**src/rtl/signed_balance_drain_if.sv**
```systemverilog
// signed_balance_drain_if
//   Groups the delta-input and chunk-output handshakes of signed_balance_drain.
//   Signals:
//     in_valid   : master -> slave, in_delta is valid
//     in_ready   : slave -> master, block accepts a delta this cycle
//     in_delta   : master -> slave, signed 5-bit delta
//     settle_req : master -> slave, single-cycle request to start draining
//     out_valid  : slave -> master, out_value holds a chunk
//     out_ready  : master -> slave, downstream accepts the chunk
//     out_value  : slave -> master, signed 5-bit chunk
//   Modports: master (feeder / downstream side), slave (signed_balance_drain).
interface signed_balance_drain_if;
  logic       in_valid;
  logic       in_ready;
  logic [4:0] in_delta;
  logic       settle_req;
  logic       out_valid;
  logic       out_ready;
  logic [4:0] out_value;

  modport master (
    output in_valid, in_delta, settle_req, out_ready,
    input  in_ready, out_valid, out_value
  );

  modport slave (
    input  in_valid, in_delta, settle_req, out_ready,
    output in_ready, out_valid, out_value
  );
endinterface

```
**src/rtl/signed_balance_drain.sv**
```systemverilog
// signed_balance_drain
//   Accumulates signed 5-bit deltas into a saturating signed balance and, on a
//   settle request, drains that balance as signed chunks bounded to
//   +/-DRAIN_MAX over a valid/ready handshake. Chunks never reach -16.
//   Ports:
//     clk, rst    : clock, asynchronous active-high reset
//     clear       : synchronous clear of balance, sticky flag and FSM
//     bus         : signed_balance_drain_if.slave (delta in, chunk out)
//     balance     : current signed balance (ACC_W bits)
//     is_negative : sign bit of balance
//     sat_flag    : sticky, set when an accumulation clamped
//     settle_done : one-cycle pulse when a settlement completes
//     chunk_count : (CHUNK_COUNT_EN only) saturating count of chunks drained
//   Parameters: ACC_W (6..16), DRAIN_MAX (1..15).
//   Optional feature macro: CHUNK_COUNT_EN.
module signed_balance_drain #(
  parameter int ACC_W     = 8,
  parameter int DRAIN_MAX = 15
) (
  input  logic                 clk,
  input  logic                 rst,
  input  logic                 clear,
  signed_balance_drain_if.slave bus,
  output logic [ACC_W-1:0]     balance,
  output logic                 is_negative,
  output logic                 sat_flag,
  output logic                 settle_done
`ifdef CHUNK_COUNT_EN
  ,
  output logic [7:0]           chunk_count
`endif
);

  typedef enum logic [1:0] {
    ACCUM = 2'd0,
    DRAIN = 2'd1,
    DONE  = 2'd2
  } state_t;

  localparam logic signed [ACC_W-1:0] BAL_MAX = {1'b0, {(ACC_W-1){1'b1}}};
  localparam logic signed [ACC_W-1:0] BAL_MIN = {1'b1, {(ACC_W-1){1'b0}}};
  localparam logic signed [ACC_W-1:0] CH_MAX  = ACC_W'(DRAIN_MAX);
  localparam logic signed [ACC_W-1:0] CH_MIN  = ACC_W'(-DRAIN_MAX);

  state_t                  state_q, state_d;
  logic signed [ACC_W-1:0] bal_q, bal_d;
  logic                    sat_q, sat_d;

  logic signed [ACC_W:0]   acc_sum;
  logic                    acc_clamp;
  logic signed [ACC_W-1:0] acc_sat;
  logic signed [ACC_W-1:0] chunk;
  logic signed [ACC_W-1:0] drain_rem;

  // Accumulation one bit wider than the balance; overflow shows up as the two
  // top bits disagreeing, and the top bit tells which rail to clamp to.
  always_comb begin
    acc_sum   = {bal_q[ACC_W-1], bal_q} + {{(ACC_W-4){bus.in_delta[4]}}, bus.in_delta};
    acc_clamp = acc_sum[ACC_W] ^ acc_sum[ACC_W-1];
    if (acc_clamp) begin
      acc_sat = acc_sum[ACC_W] ? BAL_MIN : BAL_MAX;
    end else begin
      acc_sat = acc_sum[ACC_W-1:0];
    end
  end

  // Chunk is the balance bounded to +/-DRAIN_MAX; it has the balance's sign and
  // no larger magnitude, so the remainder always moves toward zero.
  always_comb begin
    if (bal_q > CH_MAX) begin
      chunk = CH_MAX;
    end else if (bal_q < CH_MIN) begin
      chunk = CH_MIN;
    end else begin
      chunk = bal_q;
    end
    drain_rem = bal_q - chunk;
  end

  always_comb begin
    state_d = state_q;
    bal_d   = bal_q;
    sat_d   = sat_q;
    case (state_q)
      ACCUM: begin
        if (bus.in_valid) begin
          bal_d = acc_sat;
          sat_d = sat_q | acc_clamp;
        end
        // A delta accepted alongside settle_req is part of this settlement.
        if (bus.settle_req) begin
          state_d = (bal_d != '0) ? DRAIN : DONE;
        end
      end
      DRAIN: begin
        if (bus.out_ready) begin
          bal_d = drain_rem;
          if (drain_rem == '0) begin
            state_d = DONE;
          end
        end
      end
      DONE:    state_d = ACCUM;
      default: state_d = ACCUM;
    endcase
    if (clear) begin
      state_d = ACCUM;
      bal_d   = '0;
      sat_d   = 1'b0;
    end
  end

  always_ff @(posedge clk or posedge rst) begin
    if (rst) begin
      state_q <= ACCUM;
      bal_q   <= '0;
      sat_q   <= 1'b0;
    end else begin
      state_q <= state_d;
      bal_q   <= bal_d;
      sat_q   <= sat_d;
    end
  end

  // Handshake outputs are decoded from state so they reset asynchronously.
  assign bus.in_ready  = (state_q == ACCUM);
  assign bus.out_valid = (state_q == DRAIN);
  assign bus.out_value = (state_q == DRAIN) ? chunk[4:0] : '0;
  assign settle_done   = (state_q == DONE);
  assign balance       = bal_q;
  assign is_negative   = bal_q[ACC_W-1];
  assign sat_flag      = sat_q;

`ifdef CHUNK_COUNT_EN
  logic [7:0] cnt_q, cnt_d;

  // Cleared only when a settlement starts (leaving ACCUM), so the final count
  // survives the DRAIN->DONE step and holds until the next settle.
  always_comb begin
    cnt_d = cnt_q;
    if (state_q == ACCUM && state_d != ACCUM) begin
      cnt_d = '0;
    end else if (state_q == DRAIN && bus.out_ready && cnt_q != 8'hFF) begin
      cnt_d = cnt_q + 8'd1;
    end
    if (clear) begin
      cnt_d = '0;
    end
  end

  always_ff @(posedge clk or posedge rst) begin
    if (rst) begin
      cnt_q <= '0;
    end else begin
      cnt_q <= cnt_d;
    end
  end

  assign chunk_count = cnt_q;
`endif

endmodule

```
**src/flat_wrapper.sv**
```systemverilog
// flat-port wrapper written by rule: the top's interface ports become plain ports
module signed_balance_drain_flat 
#(
  parameter int ACC_W     = 8,
  parameter int DRAIN_MAX = 15
)
  (clk, rst, clear, balance, is_negative, sat_flag, settle_done, bus_in_valid, bus_in_delta, bus_settle_req, bus_out_ready, bus_in_ready, bus_out_valid, bus_out_value);
  signed_balance_drain_if bus_i ();
  input  logic clk;
  input  logic rst;
  input  logic clear;
  output logic [ACC_W-1:0] balance;
  output logic is_negative;
  output logic sat_flag;
  output logic settle_done;
  input wire logic [$bits(bus_i.in_valid)-1:0] bus_in_valid;
  input wire logic [$bits(bus_i.in_delta)-1:0] bus_in_delta;
  input wire logic [$bits(bus_i.settle_req)-1:0] bus_settle_req;
  input wire logic [$bits(bus_i.out_ready)-1:0] bus_out_ready;
  output wire logic [$bits(bus_i.in_ready)-1:0] bus_in_ready;
  output wire logic [$bits(bus_i.out_valid)-1:0] bus_out_valid;
  output wire logic [$bits(bus_i.out_value)-1:0] bus_out_value;
  assign bus_i.in_valid = bus_in_valid;
  assign bus_i.in_delta = bus_in_delta;
  assign bus_i.settle_req = bus_settle_req;
  assign bus_i.out_ready = bus_out_ready;
  assign bus_in_ready = bus_i.in_ready;
  assign bus_out_valid = bus_i.out_valid;
  assign bus_out_value = bus_i.out_value;
  signed_balance_drain #(.ACC_W(ACC_W), .DRAIN_MAX(DRAIN_MAX)) u_core (.clk(clk), .rst(rst), .clear(clear), .bus(bus_i), .balance(balance), .is_negative(is_negative), .sat_flag(sat_flag), .settle_done(settle_done));
endmodule
```
**config.mk**
```make
export PLATFORM = sky130hd
export DESIGN_NAME = signed_balance_drain_flat
export DESIGN_NICKNAME = d
export VERILOG_FILES = /design/src/rtl/signed_balance_drain_if.sv /design/src/rtl/signed_balance_drain.sv /design/src/flat_wrapper.sv
export SDC_FILE = /design/constraint.sdc
export NUM_CORES = 1
export LEC_CHECK = 0
export ABC_CLOCK_PERIOD_IN_PS = 4400
export CORE_MARGIN = 2
export CORE_UTILIZATION = 39
export CTS_CLUSTER_DIAMETER = 100
export DETAILED_ROUTE_END_ITERATION = 12
export PLACE_DENSITY = 0.6
export SYNTH_ARGS = -nofsm -noshare
export SYNTH_HDL_FRONTEND = slang
export SYNTH_SLANG_ARGS = --single-unit
```
**constraint.sdc**
```tcl
create_clock -name clk -period 4.4 [get_ports clk]
set_clock_uncertainty 0.05 [all_clocks]
set_input_delay 0.88 -clock clk [delete_from_list [all_inputs] [get_ports clk]]
set_output_delay 0.88 -clock clk [all_outputs]
set_load 0.1 [all_outputs]
```
==> results.yml <==
floorplan:
  dieArea_um2: 4792
  die_y_um: 69.23
  io_pins: 29
  core-area_um2: 4058
  initial_core_util_pct: 40.89
  die_width_um: 69.23
  rows: 23
synthesis:
  ys_seq_area_share_pct: 16.59
  ys_types: 51
  yosys_warnings: 0
  synth_top_area_share_pct: 16.59
  synth_area_um2: 1659
  async_flop_share_pct: 100.0
  ys_ff_latch: 11
  synth_edf_count: 0
  yosys.area.top_type: "dfrtp_1"
  synthTopCellsByArea: "dfrtp_1 17%, ha_1 13%, o21ai_0 6.0%, a21oi_1 5.7%, nor2_1 4.8%"
  synth_nets: 249
  synthFlopType: "dfrtp_1"
  syn_avg_cell_area_um2: 7.576
  synthCells: 219
placed_design:
  place_hpwl_um: 3551
  place_congestion: 0.7831
  dpl_cell_area_um2: 1973
  port-buffer-count: 28
layout:
  fin_area_um2: 2018
  fillerInstances: 417
  diodes: 0
  seq_area_um2: 275.3
  multi_input_area_um2: 1280
  final_nets: 276
  post-route-util_pct: 49.74
  synthToLayoutAreaGrowth_pct: 21.64
  drive_gt1_share_pct: 8.980
timing:
  rsz0062_at_grt: "no"
  finalSetupViolations: 0
  finalCritPeriodShare_pct: 84.47
  min_period_ns: 3.717
  hold_viol_final: 0
  drv_slew: 0
  finalSetupTns_ns: 0
  max_freq_ghz: 0.2690
  worstMarginPinSlew_ns: 0.9725
  slew_headroom_pct: 34.96
critical_path:
  critPathCaptureType: "flip-flop"
  criticalPathCategory: "input pin to flip-flop"
  worstSetupStartpointType: "input pin"
  cp_max_fo: 10
  worstPathRequired_ns: 4.50
  arrival_ns: 3.82
routing:
  num_vias: 1674
  ant_nets: 0
  drc: 0
  wl_um: 4417
  drt-initial-drc-count: 106
  routedWlPerCell_um: 14.97
  via_per_inst: 5.675
  firstDrtPassIters: 4
clock_network:
  postCtsSetupBuffers: 0
  cts_buffer_depth: 2
  cts_buffers: 3
  postCtsHoldBufs: 0
  cts-resized-gates: 0
  cts_tree: "done"
  cts-root-buf: "clkbuf_8"
  clkTransAtPathRegs_ns: 0.05
  cts_htree_levels: 1
  clock-sinks: 11
  insertion_delay_ns: 0.24
global_route:
  grt_max_degree: 21
  grt_pass1_wl_um: 7624
  antenna_found_initial: 0
  grt_pass1_vias: 1626
  gr-usage-all-layers_pct: 19.26
  overflow: 0
hold_path:
  hold_class: "flip-flop to flip-flop"
job:
  cap_violations: 0
outcome:
  run_status: "finished, final reports clean"
-- cell type report --
class / instances / share of cell area, %
clock buffers: 4 / 2.232
multi-input cells: 181 / 63.42
repair buffers: 31 / 14.26
flip-flops and latches: 11 / 13.64
well taps: 50 / 3.100
inverters: 18 / 3.348
-- Yosys cell counts (2+ instances only) --
cell	number
o21a_1	6
a21o_1	3
dfrtp_1	11
nand2_1	19
o2111ai_1	2
nand3_1	4
nand2b_1	5
a211oi_1	2
a31oi_1	4
o211ai_1	4
a32o_1	3
nor3_1	4
nand4_1	2
buf_4	2
inv_1	18
and3_1	2
a21oi_1	19
maj3_1	2
a21oi_2	2
or4_1	2
a22o_1	2
o21ai_0	20
fa_1	2
ha_1	17
xnor2_1	5
nor2_1	21
xor2_1	2
nor2b_1	3
o22ai_1	3
clkbuf_1	6
mux2i_1	2
-- placed cells by master (no fill, tap or decap), types with 4 or more instances in the layout --
cell type / instances
o21a_1: 6
nor2_1: 21
dfrtp_1: 11
xnor2_1: 5
nor3_1: 4
clkdlybuf4s50_1: 22
nand3_1: 4
inv_1: 18
o211ai_1: 4
nand2_1: 19
a21oi_1: 19
nand2b_1: 5
o21ai_0: 20
buf_4: 9
ha_1: 17
-- per-stage QoR --
step                      cells  hold slack, ns  setup WS, ns
after floorplan             219          0.5356       0.07642
after global placement      291          0.4563        0.4643
after detailed placement    291          0.4611        0.4389
after CTS                   295          0.4655        0.6792
after global routing        295          0.4937        0.4403
final                       295          0.4605        0.6831
-- cells by family after synthesis --
kind of cell,count (synthesis),synth area share (%)
fa+ha+maj,22,17.12
mux,2,1.207
xor+xnor,7,3.695
buf+inv,27,6.636
simple gates,70,21.12
compound gates,80,33.64
flops,11,16.59
-- flip-flops by register name (all words and copies together), names as in the netlist --
name             cells
u_core.balance       8
u_core.state_q       2
u_core.sat_flag      1
-- metal layers --
layer | vias to the layer above | GRT usage (%) | share of wire (%)
met5 | - | 0 | 0
met4 | 0 | 8.497 | 2.7
met3 | 11 | 1.453 | 2.8
met2 | 32 | 32.16 | 47
met1 | 769 | 25.40 | 48
li1 | 862 | - | -
-- worst paths after layout --
| kind | to | from | depth (start not counted) | slack, ns |
|---|---|---|---|---|
| setup reg to reg | u_core.state_q[1] | u_core.balance[4] | 15 | 0.70 |
| hold reg to reg | u_core.sat_flag | u_core.sat_flag | 2 | 0.46 |
| max in group asynchronous | u_core.state_q[1] | rst | 2 | 3.10 |
| min in group asynchronous | u_core.balance[2] | rst | 2 | 0.89 |
| setup / recovery | u_core.state_q[0] | bus_in_delta[4] | 10 | 0.68 |
| hold / removal | u_core.sat_flag | u_core.sat_flag | 2 | 0.46 |
-- worst max-delay path, cell delays in order --
cell and delay [ns]:
clkdlybuf4s50_1 0.50, ha_1 0.47, inv_1 0.13, o311a_4 0.38, a211oi_4 0.46, nor2_1 0.12
o31ai_1 0.40, a21bo_4 0.19, nor4b_2 0.05, o31ai_2 0.23
Power is not shown: default switching activity piles up to over one toggle a cycle in this logic, so the estimate is an artifact.
==> RTL change, RTL diff (same settings) <==
Put one more register stage on the output `sat_flag`, with the module's reset. The value now appears one clock later. The other outputs are not delayed to match.
--- a/src/rtl/signed_balance_drain.sv
+++ b/src/rtl/signed_balance_drain.sv
@@ -129,7 +129,13 @@
   assign settle_done   = (state_q == DONE);
   assign balance       = bal_q;
   assign is_negative   = bal_q[ACC_W-1];
-  assign sat_flag      = sat_q;
+  always_ff @(posedge clk or posedge rst) begin
+    if (rst) begin
+      sat_flag <= '0;
+    end else begin
+      sat_flag <= sat_q;
+    end
+  end
 
 `ifdef CHUNK_COUNT_EN
   logic [7:0] cnt_q, cnt_d;
Function: changed (a bounded check fails within 10 cycles, from zero or initial values and one cycle with rst high).
==> RTL change against the original RTL <==
Wire length increased by 11%; highest routed layer unchanged; global-route usage increased by 1.1 points; sequential cell count increased by 1; count of clock-buffer cells in the layout unchanged; synthesized area increased by 6.9%; critical path depth increased by 3; cell count increased by 7.1%; synthesized cell count increased by 4.1%; via count increased by 6.2%; cell area increased by 9.2%; utilization increased by 0.89 points; worst setup slack got worse by 0.35 ns; register-to-register slack got worse by 0.37 ns.
Power is left out: the tool's default activity adds up to more than one toggle a clock period on the data nets, which glitch-free logic cannot reach.
==> RTL change: results (changes against the original RTL) <==
Cells after Synth 228 (was 219); Final #Nets 295 (was 276); slowest CP cell o41ai_1 (was clkdlybuf4s50_1); met3 wire length 229 um (was 123 um); Placer Congestion 0.886 (was 0.783); XOR/XNOR Fraction of Synth Area 0.0635 (was 0.0370); RR Startpoint u_core.balance[0] (was u_core.balance[4]); Compound-Gate Fraction of Synth Area 0.269 (was 0.336); adder-cell area share of the yosys netlist 0.160 (was 0.171); hold_ws 0.327 ns (was 0.461 ns); crit path DAT 4.19 ns (was 3.82 ns); Hold Path Origin u_core.sat_q (was u_core.sat_flag); drt wl/cell 15.4 um (was 15.0 um); Netlist cell types 62 (was 51); M1 WL 2470 um (was 2110 um); worst reg2reg setup slack 0.33 ns (was 0.70 ns); met3 Usage GRT 0.0197 (was 0.0145); run status finished clean (unchanged); largest net degree at the start of global routing 20 (was 21); worst r2r path cells 13 (was 15); syn_nets 258 (was 249); met1 Usage GRT 0.308 (was 0.254); placed cell areas 2150 sq um (was 1970 sq um); Area contributors post-synth dfrtp_1, ha_1, o21ai_0, xnor2_1, nor2_1 (was dfrtp_1, ha_1, o21ai_0, a21oi_1, nor2_1); dpl cells 312 (was 291); hold endpoint u_core.sat_flag (unchanged); slowest cell delay on critical path 0.53 ns (was 0.50 ns)
-- RTL change: changes by cell type after synthesis, sizes merged, moves of 5 or more --
cell and delta:
xnor2 +7, nor2b +6, o21ai +6, a21oi -5
clkbuf -5, o21a -5
-- RTL change: worst max path at each step --
| stage | from | end | slack, ns | cells past startpoint |
|---|---|---|---|---|
| final | u_core.balance[0] | u_core.state_q[1] | 0.33 | 13 |
| after global routing | u_core.balance[0] | u_core.state_q[1] | 0.16 | 13 |
| after CTS | u_core.balance[3] | u_core.state_q[1] | 0.42 | 13 |
| after detailed placement | bus_in_delta[0] | u_core.state_q[1] | 0.45 | 13 |
| after global placement | u_core.balance[3] | u_core.state_q[1] | 0.46 | 13 |
| after floorplan | u_core.balance[7] | bus_out_value[1] | 0.20 | 6 |
-- RTL change: area by class of cell --
cell class,count,area [sq um]
Fill cell,425,2150
Multi-Input combinational cell,194,1380
Timing Repair Buffer,38,340
Sequential cell,12,300
Tap cell,52,65.1
Inverter,16,60.1
Clock buffer,4,55.1
